--- src/rtl/fifo_ctrl_sync.sv ---
// Single-clock FIFO controller: pointers, occupancy and status flags for a dual-port RAM with registered read.
// Optional almost_full/almost_empty watermark outputs are built when FIFO_CTRL_WATERMARK_EN is defined.
module fifo_ctrl_sync #(
    parameter int FIFO_DEPTH          = 256,
    parameter int ADDR_WIDTH          = 8,
    parameter int ALMOST_FULL_THRESH  = 192,
    parameter int ALMOST_EMPTY_THRESH = 64
) (
    input  logic                  clk,
    input  logic                  rstn,
    input  logic                  wr_en,
    output logic                  wr_full,
    input  logic                  rd_en,
    output logic                  rd_empty,
    output logic                  rd_valid,
    output logic [ADDR_WIDTH:0]   data_count,
    output logic                  overflow,
    output logic                  underflow,
`ifdef FIFO_CTRL_WATERMARK_EN
    output logic                  almost_full,
    output logic                  almost_empty,
`endif
    output logic                  mem_wr_en,
    output logic [ADDR_WIDTH-1:0] mem_wr_addr,
    output logic                  mem_rd_en,
    output logic [ADDR_WIDTH-1:0] mem_rd_addr
);

    typedef enum logic [1:0] {
        EMPTY,
        PARTIAL,
        FULL
    } state_t;

    localparam logic [ADDR_WIDTH:0]   DEPTH_CNT = (ADDR_WIDTH+1)'(FIFO_DEPTH);
    localparam logic [ADDR_WIDTH-1:0] LAST_ADDR = ADDR_WIDTH'(FIFO_DEPTH - 1);

    state_t                  state_reg;
    logic [ADDR_WIDTH-1:0]   wr_ptr_reg, wr_ptr_next;
    logic [ADDR_WIDTH-1:0]   rd_ptr_reg, rd_ptr_next;
    logic [ADDR_WIDTH:0]     count_reg, count_next;
    logic                    wr_full_reg;
    logic                    rd_empty_reg;
    logic                    rd_valid_reg;
    logic                    overflow_reg;
    logic                    underflow_reg;
    logic                    wr_acc;
    logic                    rd_acc;

    assign wr_acc = wr_en & ~wr_full_reg;
    assign rd_acc = rd_en & ~rd_empty_reg;

    // Explicit wrap compare so any depth works, not only powers of two.
    always_comb begin
        wr_ptr_next = wr_ptr_reg;
        rd_ptr_next = rd_ptr_reg;
        count_next  = count_reg;
        if (wr_acc) begin
            wr_ptr_next = (wr_ptr_reg == LAST_ADDR) ? '0 : wr_ptr_reg + 1'b1;
        end
        if (rd_acc) begin
            rd_ptr_next = (rd_ptr_reg == LAST_ADDR) ? '0 : rd_ptr_reg + 1'b1;
        end
        if (wr_acc && !rd_acc) begin
            count_next = count_reg + 1'b1;
        end else if (rd_acc && !wr_acc) begin
            count_next = count_reg - 1'b1;
        end
    end

    always_ff @(posedge clk or negedge rstn) begin
        if (!rstn) begin
            state_reg     <= EMPTY;
            wr_ptr_reg    <= '0;
            rd_ptr_reg    <= '0;
            count_reg     <= '0;
            wr_full_reg   <= 1'b0;
            rd_empty_reg  <= 1'b1;
            rd_valid_reg  <= 1'b0;
            overflow_reg  <= 1'b0;
            underflow_reg <= 1'b0;
        end else begin
            wr_ptr_reg    <= wr_ptr_next;
            rd_ptr_reg    <= rd_ptr_next;
            count_reg     <= count_next;
            rd_valid_reg  <= rd_acc;
            overflow_reg  <= wr_en & wr_full_reg;
            underflow_reg <= rd_en & rd_empty_reg;
            case (state_reg)
                EMPTY: begin
                    if (wr_acc) begin
                        state_reg    <= PARTIAL;
                        rd_empty_reg <= 1'b0;
                    end
                end
                PARTIAL: begin
                    if (count_next == DEPTH_CNT) begin
                        state_reg   <= FULL;
                        wr_full_reg <= 1'b1;
                    end else if (count_next == '0) begin
                        state_reg    <= EMPTY;
                        rd_empty_reg <= 1'b1;
                    end
                end
                FULL: begin
                    if (rd_acc) begin
                        state_reg   <= PARTIAL;
                        wr_full_reg <= 1'b0;
                    end
                end
                default: begin
                    state_reg    <= EMPTY;
                    wr_full_reg  <= 1'b0;
                    rd_empty_reg <= 1'b1;
                end
            endcase
        end
    end

`ifdef FIFO_CTRL_WATERMARK_EN
    logic almost_full_reg;
    logic almost_empty_reg;

    always_ff @(posedge clk or negedge rstn) begin
        if (!rstn) begin
            almost_full_reg  <= 1'b0;
            almost_empty_reg <= 1'b1;
        end else begin
            almost_full_reg  <= (count_next >= (ADDR_WIDTH+1)'(ALMOST_FULL_THRESH));
            almost_empty_reg <= (count_next <= (ADDR_WIDTH+1)'(ALMOST_EMPTY_THRESH));
        end
    end

    assign almost_full  = almost_full_reg;
    assign almost_empty = almost_empty_reg;
`endif

    assign wr_full     = wr_full_reg;
    assign rd_empty    = rd_empty_reg;
    assign rd_valid    = rd_valid_reg;
    assign data_count  = count_reg;
    assign overflow    = overflow_reg;
    assign underflow   = underflow_reg;
    assign mem_wr_en   = wr_acc;
    assign mem_wr_addr = wr_ptr_reg;
    assign mem_rd_en   = rd_acc;
    assign mem_rd_addr = rd_ptr_reg;

endmodule

--- config.mk ---
export PLATFORM = sky130hd
export DESIGN_NAME = fifo_ctrl_sync
export DESIGN_NICKNAME = d
export VERILOG_FILES = /design/src/rtl/fifo_ctrl_sync.sv
export SDC_FILE = /design/constraint.sdc
export NUM_CORES = 1
export LEC_CHECK = 0
export ABC_AREA = 1
export CORE_ASPECT_RATIO = 2
export CORE_MARGIN = 1.5
export CORE_UTILIZATION = 55
export DETAILED_ROUTE_END_ITERATION = 12
export PLACE_DENSITY = 0.94
export SLEW_MARGIN = 15
export SYNTH_ARGS = -nofsm -noshare
export SYNTH_HDL_FRONTEND = slang
export SYNTH_SLANG_ARGS = --single-unit
export TNS_END_PERCENT = 50
--- constraint.sdc ---
create_clock -name clk -period 2.8 [get_ports clk]
set_input_delay 0.84 -clock clk [delete_from_list [all_inputs] [get_ports clk]]
set_output_delay 0.84 -clock clk [all_outputs]
set_load 0.005 [all_outputs]
==> results.py <==
metrics = {
    "status": {
        "outcome": "finished clean",
    },
    "power_and_ir_drop": {
        "ir_drop_mv": 0.653,
        "pwr-share-clk_pct": 18.6,
        "switching_share_pct": 39.6,
        "seqPwrFrac_pct": 33.7,
        "p_int_mw": 1.60,
        "power.net_switching_mw": 1.05,
        "cellPowerDensity_mw_per_mm2": 1100,
        "p_leak_nw": 1.25,
        "p_comb_share_pct": 47.7,
    },
    "clock_tree": {
        "htreeDepth": 2,
        "ctsLongestPathBuffers": 2,
        "cts_made_buffers": 5,
        "clock-sinks": 32,
        "clk_pin_slew_ps": 70,
        "cts_tree": "done",
        "cts_hold_buffers": 0,
        "root_buffer": "clkbuf_8",
        "clock_latency_ps": 290,
    },
    "yosys": {
        "ys_ff_latch": 32,
        "avgSynthCellArea_um2": 7.67,
        "synth_cell_types": 26,
        "yosys.area.top_type": "dfrtp_1",
        "synthTopCellsByArea": "dfrtp_1, nand2_1, inv_1",
        "synthCells": 242,
        "synthesis.nets": 250,
        "ys.warnings.count": 0,
        "synth_area_mm2": 0.00186,
        "synth_top_cell_area_share_pct": 41.8,
        "ys_seq_area_share_pct": 43.2,
    },
    "global_routing": {
        "grt_use_total_pct": 27.8,
        "antenna_found_initial": 0,
        "overflow": 0,
        "grt_pass1_vias": 1788,
        "grt_pass1_wl_um": 7830,
        "grt_start_max_net_pins": 33,
    },
    "critical_path": {
        "required_ps": 1960,
        "crit_arrival_ps": 1780,
        "regToRegSetupSlack_ps": 760,
        "r2r_end": "wr_full$_DFFE_PN0P_",
        "cp-endpoint": "mem_wr_en",
        "setup.worst_path.start_class": "primary input",
        "critPathMaxFanout": 4,
        "r2r-start": "rd_empty$_DFFE_PN1P_",
        "critPathKind": "in -> out",
        "reg2regPathDepth": 10,
        "worstSetupEndpointType": "output port",
        "critPathLaunch": "wr_en",
    },
    "layout": {
        "largest_register_ffs": 9,
        "fin_nets": 298,
        "nFillCells": 231,
        "antenna_cells": 0,
        "multi_input_area_um2": 873,
        "final_cell_mix": "nand2_1, inv_1, clkdlybuf4s50_1, dfrtp_1, nor2_1",
        "regArea_um2": 802,
        "fin_util_pct": 75.4,
        "mostFrequentLayoutCell": "nand2_1",
        "drive_gt1_share_pct": 12.7,
        "syn_to_final_growth_pct": 29.7,
        "final_design_area_no_fill_mm2": 0.00241,
    },
    "sta": {
        "max_slew_margin_pct": 72.9,
        "rsz0062_at_grt": "no",
        "worst_pin_slew_ps": 407,
        "maxSlewViolCount": 0,
        "fmax_mhz": 382,
        "finalHoldViolations": 0,
        "setup_viol": 0,
        "fin_crit_ps": 2620,
        "skew_ps": 3.59,
        "fin_crit_sh_pct": 93.6,
    },
    "drt": {
        "dr.pass1.iters": 5,
        "drc": 0,
        "vias_per_cell": 5.31,
        "ant_nets": 0,
        "wl_per_cell_um": 13.6,
        "vias": 1710,
        "drtIter0Drc": 36,
        "routed_wl_um": 4400,
    },
    "run": {
        "maxCapViolations": 0,
    },
    "floorplanning": {
        "initial_core_util_pct": 58.1,
        "dieArea_mm2": 0.00375,
        "die_w_um": 44.1,
        "die_y_um": 85.1,
        "core_mm2": 0.00319,
        "num_rows": 29,
        "pin_count": 36,
    },
    "place": {
        "hpwl_um": 3180,
        "place.gp.congestion": 0.872,
        "portBuffers": 35,
        "dpl_cell_area_mm2": 0.00228,
    },
    "hold_path": {
        "hold_class": "reg -> reg",
    },
}
==> area by class of cell <==
| cell class | count | share of cell area (%) |
|---|---|---|
| multi-input cells | 166 | 36.3 |
| inverters | 42 | 6.55 |
| clock inverters | 1 | 1.25 |
| flip-flops and latches | 32 | 33.3 |
| clock buffers | 7 | 4.00 |
| well taps | 31 | 1.61 |
| repair buffers | 43 | 17.0 |
==> cell families after synthesis <==
group | Yosys count | synth area share, %
flops | 32 | 43.2
fa+ha+maj | 4 | 2.70
compound gates | 15 | 4.32
buf+inv | 44 | 9.71
xor+xnor | 9 | 4.25
simple gates | 138 | 35.8
==> layer usage <==
layer	global-route usage (%)	wire length (um)	vias up
met1	28.7	1610	790
li1	-	-	845
met4	14.3	130	0
met2	50.4	2510	57
met5	0	0	-
met3	4.68	140	18
==> synthesized netlist by cell type <==
cell      number
nor3_1         1
a31oi_1        1
nand3_2        4
nand3b_1       3
nand2_2        5
nand3_1       20
xor2_1         5
nand2_1       67
nor3_2         1
nand4_1        5
ha_1           4
nor2_1        23
and3_1         1
nor2_2         1
dfrtp_1       31
dfstp_2        1
xnor2_1        4
o21ai_2        1
inv_2          2
nor4_1         1
inv_1         40
nor2_4         5
a21oi_1        5
buf_6          2
nand2_4        1
o21ai_0        8
==> worst min path at each step <==
stage                                     startpoint                    endpoint  slack, ps  depth (start not counted)
after global routing      mem_wr_addr[4]$_DFFE_PN0P_  mem_wr_addr[4]$_DFFE_PN0P_        530                          1
after floorplan           mem_wr_addr[7]$_DFFE_PN0P_  mem_wr_addr[7]$_DFFE_PN0P_        480                          1
after global placement    mem_wr_addr[4]$_DFFE_PN0P_  mem_wr_addr[4]$_DFFE_PN0P_        480                          1
after detailed placement  mem_wr_addr[7]$_DFFE_PN0P_  mem_wr_addr[7]$_DFFE_PN0P_        480                          1
after CTS                 mem_wr_addr[7]$_DFFE_PN0P_  mem_wr_addr[7]$_DFFE_PN0P_        490                          1
final                     mem_wr_addr[4]$_DFFE_PN0P_  mem_wr_addr[4]$_DFFE_PN0P_        490                          1
==> timing repair <==
action                                  in CTS  in global routing
hold endpoints to repair                     0                  0
buffers inserted                             0                  0
resized for setup                            2                  0
endpoints found under the setup margin       2                  0
==> stage by stage <==
| step | hold WS [ps] | setup TNS, ps | setup WS (ps) | power, mW | std cells |
|---|---|---|---|---|---|
| 4_1_cts | 494 | 0 | 175 | 2.65 | 322 |
| 2_1_floorplan | 477 | 0 | 824 | 1.55 | 242 |
| 3_3_place_gp | 481 | -70.1 | -70.1 | 2.08 | 314 |
| 5_1_grt | 529 | 0 | 28.0 | 2.84 | 322 |
| 3_5_place_dp | 483 | -154 | -80.9 | 2.14 | 314 |
| 6_report | 493 | 0 | 179 | 2.65 | 322 |
==> worst max-delay path, stage by stage <==
cell and delay, ps:
clkdlybuf4s50_1 510, inv_2 60, nor2_4 120, dlygate4sd2_1 260
==> power groups by stage <==
stage	registers (mW)	logic, mW	clock network [mW]
2_1_floorplan	0.878	0.674	0
3_3_place_gp	0.889	1.19	0
3_5_place_dp	0.900	1.24	0
4_1_cts	0.893	1.27	0.494
5_1_grt	0.928	1.41	0.509
6_report	0.893	1.26	0.494
(Power assumes the default switching activity.)
